## src/rtl/peridot_uart_rxd.sv

```systemverilog
// 8N1 UART receiver -> Avalon-ST bytes; push 1 cycle after stop sample, out_data held while stalled.
// PERIDOT_UART_RXD_FIFO_EN selects a FWFT ring of 2^FIFO_DEPTH_LOG2 bytes, else one holding register (full -> overrun pulse).
module peridot_uart_rxd #(
  parameter int CLOCK_FREQUENCY = 100000000,
  parameter int UART_BAUDRATE   = 115200,
  parameter int FIFO_DEPTH_LOG2 = 4
) (
  input  logic       clk,
  input  logic       reset,
  input  logic       rxd,
  input  logic       out_ready,
  output logic       out_valid,
  output logic [7:0] out_data,
  output logic       framing_error,
  output logic       overrun
);

  localparam int BIT_CYCLE  = CLOCK_FREQUENCY / UART_BAUDRATE;
  localparam int HALF_CYCLE = BIT_CYCLE / 2;
  localparam int CNT_W      = (BIT_CYCLE < 4) ? 2 : $clog2(BIT_CYCLE);
  localparam logic [CNT_W-1:0] BIT_LAST  = CNT_W'(BIT_CYCLE - 1);
  localparam logic [CNT_W-1:0] HALF_LAST = CNT_W'(HALF_CYCLE - 1);

  localparam logic [2:0] WAIT_HIGH = 3'd0;
  localparam logic [2:0] IDLE      = 3'd1;
  localparam logic [2:0] START     = 3'd2;
  localparam logic [2:0] DATA      = 3'd3;
  localparam logic [2:0] STOP      = 3'd4;

  generate
    if (BIT_CYCLE < 4) begin : g_bad_rate
      $error("peridot_uart_rxd: CLOCK_FREQUENCY/UART_BAUDRATE must be at least 4");
    end
  endgenerate

  logic             r_rxd_meta;
  logic             r_rxd_s;
  logic [1:0]       r_sync_fill;
  logic [2:0]       r_state;
  logic [CNT_W-1:0] r_cnt;
  logic [2:0]       r_bitcnt;
  logic [7:0]       r_shreg;
  logic             r_ferr;
  logic             r_ovr;
  logic             w_bit_done;
  logic             w_half_done;
  logic             w_push;
  logic             w_pop;

  assign w_bit_done  = (r_cnt == BIT_LAST);
  assign w_half_done = (r_cnt == HALF_LAST);
  assign w_push      = (r_state == STOP) && w_bit_done && r_rxd_s;

  // The synchronizer resets high, so WAIT_HIGH also waits until both stages hold
  // a real line sample; otherwise a line held low across reset would look idle.
  always_ff @(posedge clk) begin
    if (reset) begin
      r_rxd_meta  <= 1'b1;
      r_rxd_s     <= 1'b1;
      r_sync_fill <= 2'b00;
      r_state     <= WAIT_HIGH;
      r_cnt       <= '0;
      r_bitcnt    <= '0;
      r_shreg     <= '0;
      r_ferr      <= 1'b0;
    end else begin
      r_rxd_meta  <= rxd;
      r_rxd_s     <= r_rxd_meta;
      r_sync_fill <= {r_sync_fill[0], 1'b1};
      r_ferr      <= 1'b0;
      case (r_state)
        WAIT_HIGH: if (r_sync_fill[1] && r_rxd_s) r_state <= IDLE;
        IDLE: begin
          if (!r_rxd_s) begin
            r_state <= START;
            r_cnt   <= '0;
          end
        end
        START: begin
          if (w_half_done) begin
            r_cnt <= '0;
            if (r_rxd_s) begin
              r_state <= IDLE;
            end else begin
              r_state  <= DATA;
              r_bitcnt <= '0;
            end
          end else begin
            r_cnt <= r_cnt + 1'b1;
          end
        end
        DATA: begin
          if (w_bit_done) begin
            r_shreg  <= {r_rxd_s, r_shreg[7:1]};
            r_cnt    <= '0;
            r_bitcnt <= r_bitcnt + 1'b1;
            if (r_bitcnt == 3'd7) r_state <= STOP;
          end else begin
            r_cnt <= r_cnt + 1'b1;
          end
        end
        STOP: begin
          if (w_bit_done) begin
            r_cnt <= '0;
            if (r_rxd_s) begin
              r_state <= IDLE;
            end else begin
              r_ferr  <= 1'b1;
              r_state <= WAIT_HIGH;
            end
          end else begin
            r_cnt <= r_cnt + 1'b1;
          end
        end
        default: r_state <= WAIT_HIGH;
      endcase
    end
  end

`ifdef PERIDOT_UART_RXD_FIFO_EN
  localparam int DEPTH = 1 << FIFO_DEPTH_LOG2;

  generate
    if (FIFO_DEPTH_LOG2 < 1) begin : g_bad_depth
      $error("peridot_uart_rxd: FIFO_DEPTH_LOG2 must be at least 1");
    end
  endgenerate

  logic [7:0]             r_mem [DEPTH];
  logic [FIFO_DEPTH_LOG2:0] r_wr_ptr;
  logic [FIFO_DEPTH_LOG2:0] r_rd_ptr;
  logic                   w_empty;
  logic                   w_full;
  logic                   w_wr;

  assign w_empty = (r_wr_ptr == r_rd_ptr);
  assign w_full  = (r_wr_ptr[FIFO_DEPTH_LOG2] != r_rd_ptr[FIFO_DEPTH_LOG2]) &&
                   (r_wr_ptr[FIFO_DEPTH_LOG2-1:0] == r_rd_ptr[FIFO_DEPTH_LOG2-1:0]);
  assign w_pop   = !w_empty && out_ready;
  // A pop frees the head slot this cycle, so a push into a full ring still lands.
  assign w_wr    = w_push && (!w_full || w_pop);

  always_ff @(posedge clk) begin
    if (reset) begin
      r_wr_ptr <= '0;
      r_rd_ptr <= '0;
      r_ovr    <= 1'b0;
      for (int i = 0; i < DEPTH; i++) r_mem[i] <= '0;
    end else begin
      r_ovr <= w_push && w_full && !w_pop;
      if (w_wr) begin
        r_mem[r_wr_ptr[FIFO_DEPTH_LOG2-1:0]] <= r_shreg;
        r_wr_ptr <= r_wr_ptr + 1'b1;
      end
      if (w_pop) r_rd_ptr <= r_rd_ptr + 1'b1;
    end
  end

  assign out_valid = !w_empty;
  assign out_data  = r_mem[r_rd_ptr[FIFO_DEPTH_LOG2-1:0]];
`else
  generate
    if (FIFO_DEPTH_LOG2 < 0) begin : g_bad_depth
      $error("peridot_uart_rxd: FIFO_DEPTH_LOG2 must not be negative");
    end
  endgenerate

  logic       r_valid;
  logic [7:0] r_hold;

  assign w_pop = r_valid && out_ready;

  always_ff @(posedge clk) begin
    if (reset) begin
      r_valid <= 1'b0;
      r_hold  <= '0;
      r_ovr   <= 1'b0;
    end else begin
      r_ovr <= w_push && r_valid && !w_pop;
      if (w_push && (!r_valid || w_pop)) begin
        r_hold  <= r_shreg;
        r_valid <= 1'b1;
      end else if (w_pop) begin
        r_valid <= 1'b0;
      end
    end
  end

  assign out_valid = r_valid;
  assign out_data  = r_hold;
`endif

  assign framing_error = r_ferr;
  assign overrun       = r_ovr;

endmodule
```

## config.mk

```make
export PLATFORM = sky130hd
export DESIGN_NAME = peridot_uart_rxd
export DESIGN_NICKNAME = d
export VERILOG_FILES = /design/src/rtl/peridot_uart_rxd.sv
export SDC_FILE = /design/constraint.sdc
export NUM_CORES = 1
export LEC_CHECK = 0
export CORE_MARGIN = 4
export CORE_UTILIZATION = 40
export CTS_BUF_LIST = sky130_fd_sc_hd__clkbuf_4 sky130_fd_sc_hd__clkbuf_8 sky130_fd_sc_hd__clkbuf_16
export DETAILED_ROUTE_END_ITERATION = 7
export PLACE_DENSITY = 0.6
export REMOVE_ABC_BUFFERS = 1
export SLEW_MARGIN = 20
export SYNTH_ARGS = -nofsm -noshare
export SYNTH_HDL_FRONTEND = slang
export SYNTH_SLANG_ARGS = --single-unit
```

## constraint.sdc

```tcl
create_clock -name clk -period 5.03 [get_ports clk]
set_input_delay 1.006 -clock clk [delete_from_list [all_inputs] [get_ports clk]]
set_output_delay 1.006 -clock clk [all_outputs]
set_load 0.005 [all_outputs]
```

==> impl_metrics.json <==
{
  "ys_ff_latch": 39,
  "drc": 0,
  "viasPerCell": 5.41,
  "num_vias": 1359,
  "port_buffers": 14,
  "crit_family": "buffers and inverters",
  "irDropWorstVdd_v": 0.000143,
  "grt_usage_pct": 13.6,
  "ant_nets": 0,
  "fin_crit_sh_pct": 42.7,
  "p_leak_uw": 0.000849,
  "crit_arrival_ns": 1.14,
  "grt_max_degree": 37,
  "antenna_found_initial": 0,
  "io-pin-count": 15,
  "rsz0062_at_grt": "false",
  "clk_pin_slew_worst_paths_ns": 0.08,
  "cts_resized": 0,
  "postSynthAreaPerCell_sq_um": 9.64,
  "hold_viol": 0,
  "ys_seq_area_share_pct": 43.8,
  "cp.required_ns": 4.02,
  "firstDrtPassIters": 4,
  "path_class": "reg2out",
  "crit_buf_inv": 1,
  "fmax_mhz": 465,
  "antenna_cells": 0,
  "fin_skew_ns": 0.00599,
  "path_cells": "clkdlybuf4s50_1",
  "fp-row-count": 24,
  "min_period_ns": 2.15,
  "postLayoutCoreUtil_pct": 47.3,
  "wire_per_inst_microns": 13.3,
  "cts_sinks": 39,
  "crit_path_max_incr_delay_ns": 0.51,
  "nNetsFinal": 206,
  "tightest_slew_ns": 0.410,
  "slowest_stage": "clkdlybuf4s50_1",
  "fp.dieH_microns": 74.8,
  "crit_path_end_kind": "primary output",
  "routed_wl_microns": 3340,
  "power_frac_comb_pct": 6.0,
  "dp_hpwl_microns": 2350,
  "status": "finished clean",
  "cp_max_fo": 2,
  "syn_area_sq_um": 1780,
  "syn_to_final_growth_pct": 14.7,
  "fillers": 432,
  "hp-class": "reg2reg",
  "grt_overflow": 0,
  "totalPowerFinal_uw": 566,
  "sequentialPowerShare_pct": 56.4,
  "timing.final.max_slew_violations": 0,
  "switchingPower_uw": 137,
  "gp_congestion": 0.798,
  "switching_share_pct": 24.2,
  "cts_max_level": 2,
  "cap_violations": 0,
  "first_global_vias": 1194,
  "grt_pass1_wl_microns": 5750,
  "initial_core_util_pct": 41.3,
  "die_x_microns": 74.8,
  "cts_setup_buffers": 0,
  "p_per_area_nw_per_um2": 277,
  "die-area_sq_um": 5590,
  "hold_buffers": 0,
  "cts_buffer_depth": 2,
  "worst_hold_slack_ns": 0.412,
  "dr.first_iter.drc_count": 91,
  "ys_types": 48,
  "syn_inst": 185,
  "p_clk_share_pct": 37.5,
  "core_region_area_sq_um": 4320,
  "cts_root_buf": "clkbuf_8",
  "drive_above_1_share_pct": 11.6,
  "clock_latency_ns": 0.29,
  "cp-start-kind": "flip-flop",
  "cts_buffers": 5,
  "setup_viol": 0,
  "yosys_warnings": 0,
  "fin_tns_setup_ns": 0,
  "relSlewSlack_pct": 72.4,
  "cts_tree": "done",
  "cellInternalPower_uw": 429
}
## synthesized netlist by cell type, drive strengths merged
cell type  count  area, sq um
nor3b          2         20.0
a22o           2         17.5
clkbuf         5         18.8
nor2b          2         12.5
or3b           2         20.0
nand3b         2         15.0
o221ai         1         8.76
o21bai         1         7.51
or2            2         12.5
a211o          1         8.76
nor4b          1         8.76
ha             4         50.1
nand3          7         47.6
a22oi          1         7.51
xor2           1         8.76
o22ai          1         12.5
o21a           2         15.0
o311ai         1         26.3
a21oi         13         65.1
o21ai          4         23.8
o32ai          1         8.76
nor2          23         86.3
nor4           1         21.3
buf            4         20.0
nand4bb        1         16.3
dfxtp         39          781
and3b          1         8.76
xnor2          1         8.76
nand2b         8         50.1
a41oi          1         8.76
and3           3         18.8
nor3           5         30.0
mux2i         18          180
a31oi          6         43.8
nand4          2         18.8
and2b          1         7.51
inv            3         11.3
and2           1         6.26
a211oi         2         15.0
nand2          9         36.3
## registers in the layout, indices dropped and copies added (netlist names)
register / cells
framing_error: 1
out_data: 8
out_valid: 1
overrun: 1
r_bitcnt: 3
r_cnt: 10
r_rxd_meta: 1
r_rxd_s: 1
r_shreg: 8
r_state: 3
r_sync_fill: 2
## power groups by stage
stage	registers [uW]	logic, uW	clock network (uW)
2_1_floorplan	325	22.8	0
5_1_grt	321	38.3	238
6_report	320	34.2	213
3_5_place_dp	327	34.3	0
3_3_place_gp	326	33.3	0
4_1_cts	319	34.5	222
## layer usage
layer,up-vias,track usage (%),wire [microns]
met5,-,0,0
met4,0,5.93,62
met2,28,19.1,1470
met3,5,4.01,152
li1,687,-,-
met1,639,19.1,1660
## layout make-up
class                   instances  area, sq um  share of cell area, %
multi-input cells             134          953                   46.6
flip-flops and latches         39          781                   38.1
repair buffers                 15          148                   7.21
clock buffers                   6         76.3                   3.73
well taps                      52         65.1                   3.18
clock inverters                 2         12.5                  0.611
inverters                       3         11.3                  0.550
## logic make-up after synthesis
logic type / after synthesis / synth area share (%)
xor+xnor: 2 / 0.982
buf+inv: 12 / 2.81
fa+ha+maj: 4 / 2.81
flops: 39 / 43.8
compound gates: 37 / 15.1
simple gates: 73 / 24.5
mux: 18 / 10.1
## layout by cell type, fill, tap and decap left out, drive strengths merged, types with 2 or more instances in the layout
master,Yosys,routed
or2,2,2
a22o,2,2
clkbuf,5,6
a31oi,6,6
nor2,23,23
mux2i,18,18
o21ai,4,4
nand4,2,2
nand2,9,9
nand3,7,7
and3,3,3
nor3b,2,2
or3b,2,2
nand3b,2,2
nor2b,2,2
nand2b,8,8
o21a,2,2
nor3,5,5
a21oi,13,13
inv,3,3
a211oi,2,2
dfxtp,39,39
clkdlybuf4s50,0,14
ha,4,4
## worst register-to-register path, cell delays in order, from the launching register on
cell,delay [ns]
dfxtp_1,0.42
ha_1,0.28
nand4bb_2,0.24
o22ai_2,0.32
nand4_2,0.21
a211o_1,0.31
a21oi_1,0.11
## worst paths after layout
kind / startpoint / endpoint / slack, ns / depth (start not counted)
hold reg to reg: r_rxd_meta / r_rxd_s / 0.41 / 1
hold / removal: r_rxd_meta / r_rxd_s / 0.41 / 1
setup / recovery: out_data[4] / out_data[4] / 2.88 / 1
setup reg to reg: r_cnt[0] / r_state[0] / 3.07 / 6
## stage by stage
step	worst slack (ns)	std cells	instance area, sq um
2_1_floorplan	3.33	176	1750
3_3_place_gp	2.66	243	1960
3_5_place_dp	2.58	243	1960
4_1_cts	2.87	251	2050
5_1_grt	2.77	251	2050
6_report	2.88	251	2050
Note: power is estimated with default switching activity, not from simulation.
